`src/rtl/seq_mult_pkg.sv`:
```
// Shared types for the sequential shift-and-add multiplier.
//   mult_state_t : controller state encoding (IDLE, RUN, DONE)
package seq_mult_pkg;

  typedef enum logic [1:0] {S_IDLE, S_RUN, S_DONE} mult_state_t;

endpackage : seq_mult_pkg

```
`src/rtl/rca_n.sv`:
```
// Parameterized combinational ripple-carry adder built from 1-bit full adders.
// Ports:
//   a, b   : WIDTH-bit addends
//   c_in   : carry into bit 0
//   s      : WIDTH-bit sum
//   c_out  : carry out of the MSB
module rca_n #(
  parameter int WIDTH = 4
) (
  input  logic [WIDTH-1:0] a,
  input  logic [WIDTH-1:0] b,
  input  logic             c_in,
  output logic [WIDTH-1:0] s,
  output logic             c_out
);

  logic [WIDTH:0] c;

  assign c[0] = c_in;

  for (genvar i = 0; i < WIDTH; i++) begin : g_fa
    assign s[i]   = a[i] ^ b[i] ^ c[i];
    assign c[i+1] = (a[i] & b[i]) | (a[i] & c[i]) | (b[i] & c[i]);
  end

  assign c_out = c[WIDTH];

endmodule : rca_n

```
`src/rtl/seq_mult_ctrl.sv`:
```
// Sequential unsigned shift-and-add multiplier. One WIDTH-bit ripple-carry
// adder is reused for WIDTH iterations to build a 2*WIDTH-bit product.
// Ports:
//   clk     : rising-edge clock
//   reset   : synchronous, active-high; aborts any operation in progress
//   start   : request, only sampled in IDLE
//   a, b    : multiplicand / multiplier, latched when start is accepted
//   busy    : high while in RUN or DONE
//   done    : one-cycle pulse, product valid
//   product : last result, held until the next operation completes
module seq_mult_ctrl
  import seq_mult_pkg::*;
#(
  parameter int WIDTH = 4
) (
  input  logic               clk,
  input  logic               reset,
  input  logic               start,
  input  logic [WIDTH-1:0]   a,
  input  logic [WIDTH-1:0]   b,
  output logic               busy,
  output logic               done,
  output logic [2*WIDTH-1:0] product
);

  localparam int CNT_W = $clog2(WIDTH) + 1;

  mult_state_t        state_q,   state_d;
  logic [WIDTH-1:0]   mcand_q,   mcand_d;
  logic [WIDTH-1:0]   acc_q,     acc_d;
  logic [WIDTH-1:0]   mq_q,      mq_d;
  logic [CNT_W-1:0]   count_q,   count_d;
  logic [2*WIDTH-1:0] product_q, product_d;

  logic [WIDTH-1:0]   add_b;
  logic [WIDTH-1:0]   sum;
  logic               cout;
  logic [WIDTH-1:0]   acc_nxt;
  logic [WIDTH-1:0]   mq_nxt;

  // Partial product is selected by the multiplier LSB currently in mq.
  assign add_b = mq_q[0] ? mcand_q : '0;

  rca_n #(.WIDTH(WIDTH)) u_rca (
    .a     (acc_q),
    .b     (add_b),
    .c_in  (1'b0),
    .s     (sum),
    .c_out (cout)
  );

  // Shift {cout, sum, mq} right by one: the carry lands in acc's MSB so the
  // full-width partial sum is preserved, and sum[0] becomes a product bit.
  assign acc_nxt = {cout, sum[WIDTH-1:1]};
  assign mq_nxt  = {sum[0], mq_q[WIDTH-1:1]};

  always_comb begin
    state_d   = state_q;
    mcand_d   = mcand_q;
    acc_d     = acc_q;
    mq_d      = mq_q;
    count_d   = count_q;
    product_d = product_q;
    case (state_q)
      S_IDLE: begin
        if (start) begin
          mcand_d = a;
          mq_d    = b;
          acc_d   = '0;
          count_d = '0;
          state_d = S_RUN;
        end
      end
      S_RUN: begin
        acc_d   = acc_nxt;
        mq_d    = mq_nxt;
        count_d = count_q + CNT_W'(1);
        if (count_q == CNT_W'(WIDTH - 1)) begin
          state_d   = S_DONE;
          product_d = {acc_nxt, mq_nxt};
        end
      end
      S_DONE: begin
        state_d = S_IDLE;
      end
      default: begin
        state_d = S_IDLE;
      end
    endcase
  end

  always_ff @(posedge clk) begin
    if (reset) begin
      state_q   <= S_IDLE;
      mcand_q   <= '0;
      acc_q     <= '0;
      mq_q      <= '0;
      count_q   <= '0;
      product_q <= '0;
    end else begin
      state_q   <= state_d;
      mcand_q   <= mcand_d;
      acc_q     <= acc_d;
      mq_q      <= mq_d;
      count_q   <= count_d;
      product_q <= product_d;
    end
  end

  assign busy    = (state_q != S_IDLE);
  assign done    = (state_q == S_DONE);
  assign product = product_q;

endmodule : seq_mult_ctrl

```
`config.mk`:
```
export PLATFORM = sky130hd
export DESIGN_NAME = seq_mult_ctrl
export DESIGN_NICKNAME = d
export VERILOG_FILES = /design/src/rtl/seq_mult_pkg.sv /design/src/rtl/rca_n.sv /design/src/rtl/seq_mult_ctrl.sv
export SDC_FILE = /design/constraint.sdc
export NUM_CORES = 1
export LEC_CHECK = 0
export ABC_AREA = 0
export CAP_MARGIN = 20
export CORE_MARGIN = 5
export CORE_UTILIZATION = 32
export DETAILED_ROUTE_END_ITERATION = 16
export MAX_ROUTING_LAYER = met4
export PLACE_DENSITY = 0.63
export SLEW_MARGIN = 20
export SYNTH_ARGS = -nofsm -noshare
export SYNTH_HDL_FRONTEND = slang
export SYNTH_SLANG_ARGS = --single-unit
```
`constraint.sdc`:
```
create_clock -name clk -period 3.9 [get_ports clk]
set_clock_uncertainty 0.05 [all_clocks]
set_input_delay 0.78 -clock clk [delete_from_list [all_inputs] [get_ports clk]]
set_output_delay 0.78 -clock clk [all_outputs]
set_load 0.05 [all_outputs]
```
==> impl_summary.log <==
INFO  metric grtUsageTotal = 0.0954
INFO  metric worstSetupEndpointType = output pin
INFO  metric drc = 0
INFO  metric maxClockFrequency = ~360 MHz
INFO  metric detailroute.via_count = 791
INFO  metric tritoncts.num_buffers = 3
INFO  metric area_fraction_in_compound_gates_after_synthesis = 0.133
INFO  metric post_cts.resized_instances = 0
INFO  metric critPathMaxFanout = 12
INFO  metric cp_data_arrival_time = 1.94 ns
INFO  metric critical-path-slowest-cell = clkdlybuf4s50_1
INFO  metric syn2layout_area_growth = 20.8%
INFO  metric tritoncts = yes
INFO  metric setup_viol = 0
INFO  metric chipHeight = ~69 um
INFO  metric p_sw_frac = 0.256
INFO  metric slowest_delay = around 0.79 ns
INFO  metric clkLatencyLatePin = roughly 0.32 ns
INFO  metric share_comb_of_total_power = 0.114
INFO  metric syn-cell-area = between 1000 and 1500 um^2
INFO  metric synth_sequential_area_ratio = 0.444
INFO  metric boundaryPins = 21
INFO  metric yosys.area_share.adder = 0.0866
INFO  metric drive_gt1_frac = 0.0952
INFO  metric fp.dieArea = slightly below 5000 um^2
INFO  metric global_route.overflow_total = 0
INFO  metric grt_antenna_before_repair = 0
INFO  metric routed_wirelength = roughly 2000 um
INFO  metric grt_max_degree = 26
INFO  metric pwr-share-clk = 0.273
INFO  metric cp-startpoint = state_q[0]$_SDFFE_PP0P_
INFO  metric final_hold_viol_count = 0
INFO  metric cts-root-to-sink-buffers = 2
INFO  metric numPlacedInstances = about 170
INFO  metric syn_avg_cell_area = 10.2 um^2
INFO  metric reg2reg_slack = 1.45 ns
INFO  metric vdd_ir_drop_max = between 0.00015 and 0.0002 V
INFO  metric coreArea = between 3000 and 4000 um^2
INFO  metric grt_first_pass_wirelength = 3660 um
INFO  metric route.layer.met1.wl = a little over 900 um
INFO  metric p_leak = 0.000478 uW
INFO  metric hpwlAfterDp = approximately 1500 um
INFO  metric fillers = approximately 370
INFO  metric r2r-end = acc_q[2]$_SDFFE_PP0P_
INFO  metric slew_headroom = 0.358
INFO  metric cts_root_buffer = clkbuf_4
INFO  metric placement.io_buffers = 20
INFO  metric dr.max_layer_used = met4
INFO  metric synthesis.yosys.warnings = 0
INFO  metric final.setup.worst_slack = about 1.1 ns
INFO  metric timing.setup.critical_path_class = reg2out
INFO  metric reg2reg_from = mq_q[0]$_SDFFE_PP0P_
INFO  metric postSynthRegisterBits = 25
INFO  metric setup_tns = 0 ns
INFO  metric cell_pwr_density = roughly 330 nW/um^2
INFO  metric post-cts-setup-buffer-count = 0
INFO  metric post_synth_mux_area_share = 0.125
INFO  metric worstPathCellList = or2_2, clkdlybuf4s50_1
INFO  metric critPathLaunchType = flip-flop
INFO  metric setup_slack_at_placement = approximately 1.5 ns
INFO  metric postRouteAntennaNets = 0
INFO  metric cts_hold_buf = 0
INFO  metric cts_num_sinks = 25
INFO  metric outcome = finished, final reports clean
INFO  metric critical_path.endpoint = busy
INFO  metric initial_core_utilization = 0.335
INFO  metric final_cell_mix = dfxtp_1 (25), nor2_1 (23), clkdlybuf4s50_1 (20), mux2i_1 (13), inv_1 (7)
INFO  metric timing.max_cap.violations = 0
INFO  metric final-instance-count-excl-fill = ~170
INFO  metric power.sequential.fraction = 0.613
INFO  metric p_int = ~330 uW
INFO  metric final_nets = 144
INFO  metric syn_inst = 110
INFO  metric drt_first_pass_iters = 4
INFO  metric drt_first_iter_violations = 20
INFO  metric psw = roughly 110 uW
INFO  metric detail_route.wl_per_cell = around 12 um
INFO  metric fp.dieW = just under 70 um
INFO  metric timing.hold.worst.class = reg2reg
INFO  metric min_period = 2.77 ns
INFO  metric wl_met2 = 1030 um
INFO  metric totalPowerFinal = around 440 uW
INFO  metric vias_per_cell = approximately 4.6
INFO  metric met3RoutedLength = just under 80 um
INFO  metric rsz0062_at_grt = no
INFO  metric timing_max_transition_violations_final = 0
INFO  metric final_min_period_over_clock_period = 0.710
INFO  metric vias_in_the_first_global_route = about 840
INFO  metric synth_simple_gate_area_frac = 0.140
INFO  metric r2r.worst_path.cells = 8
INFO  metric worst-slew-pin-transition = about 0.96 ns
INFO  metric synth_cell_type_count = 23
INFO  metric num_antenna_cells = 0
INFO  metric cts.reportedPaths.clkPinSlew = 0.14 ns
INFO  metric combinational_family_with_the_most_area_after_synthesis = simple AND/OR/NAND/NOR gates
INFO  metric htree_levels = 1
INFO  metric postSynthNetCount = around 130
INFO  metric gpl.final_weighted_congestion = slightly below 0.8
INFO  metric yosys.area_share.xor_xnor = 0
INFO  metric fp-row-count = 21
INFO  metric layout.cells.most_common = dfxtp_1
INFO  metric required = about 3.1 ns
[power by group through the flow]
stage | clock, uW | combinational [uW] | sequential, uW
after floorplan | 0 | 38.9 | 275
after global placement | 0 | 50.2 | 278
after detailed placement | 0 | 51.1 | 278
after CTS | 125 | 51.3 | 273
after global routing | 138 | 55.7 | 274
final | 121 | 50.5 | 272
[worst min-delay path by stage]
stage / startpoint / end / slack, ns / depth (start not counted)
floorplan: mcand_q[0]$_SDFFE_PP0P_ / mcand_q[0]$_SDFFE_PP0P_ / 0.40 / 2
global placement: acc_q[2]$_SDFFE_PP0P_ / acc_q[2]$_SDFFE_PP0P_ / 0.42 / 2
detailed placement: acc_q[3]$_SDFFE_PP0P_ / acc_q[3]$_SDFFE_PP0P_ / 0.44 / 2
CTS: acc_q[3]$_SDFFE_PP0P_ / acc_q[3]$_SDFFE_PP0P_ / 0.47 / 2
global route: product[1]$_SDFFE_PP0P_ / product[1]$_SDFFE_PP0P_ / 0.50 / 2
finish: count_q[2]$_SDFFE_PP0P_ / count_q[2]$_SDFFE_PP0P_ / 0.47 / 2
[through the flow]
step                hold slack (ns)  instance area, um^2  utilization
detailed placement            0.435                 1330        0.396
global route                  0.497                 1360        0.405
floorplan                     0.402                 1130            -
finish                        0.465                 1360        0.405
CTS                           0.470                 1360        0.405
global placement              0.416                 1330        0.396
[cell usage after synthesis]
cell type	n	area share
a211oi_2	4	0.044
or2b_1	1	0.0067
clkbuf_1	4	0.013
dfxtp_1	25	0.44
nor2_1	23	0.077
mux2i_1	13	0.12
o21ba_1	1	0.0089
nand2_1	3	0.010
and2_1	1	0.0056
o21bai_1	1	0.0067
a2bb2oi_1	6	0.047
fa_1	3	0.053
and3b_1	1	0.0078
a211oi_1	4	0.027
and2b_2	1	0.0078
buf_2	1	0.0044
mux2_2	1	0.010
inv_1	7	0.023
ha_1	3	0.033
nor3b_2	1	0.011
nor3_1	2	0.0089
or2_2	1	0.0056
buf_6	3	0.030
[flip-flops by register name (all words and copies together) (netlist names)]
| register | count |
|---|---|
| acc_q | 4 |
| count_q | 3 |
| mcand_q | 4 |
| mq_q | 4 |
| product | 8 |
| state_q | 2 |
[critical path: cells and delay by family (launching register included)]
family                 cells  cell delay, ns
buffers and inverters      1            0.79
flip-flops                 1            0.63
AND/OR/NAND/NOR            1            0.19
[layout make-up]
type                    instances  area [um^2]  share of cell area
clock buffers                   3         22.5              0.0165
well taps                      46         57.6              0.0423
multi-input cells              70          547               0.402
inverters                       7         26.3              0.0193
clock inverters                 1         7.51             0.00551
repair buffers                 20          200               0.147
flip-flops and latches         25          500               0.368
[cells by family after synthesis]
family / Yosys count
compound gates: 16
mux: 14
simple gates: 34
fa+ha+maj: 6
flops: 25
buf+inv: 15
[routing by layer]
layer,vias up,GRT usage
met5,-,-
met4,0,0.0390
met3,2,0.0261
met2,21,0.158
met1,363,0.108
li1,405,-
Note: power is estimated with default switching activity, not from simulation.
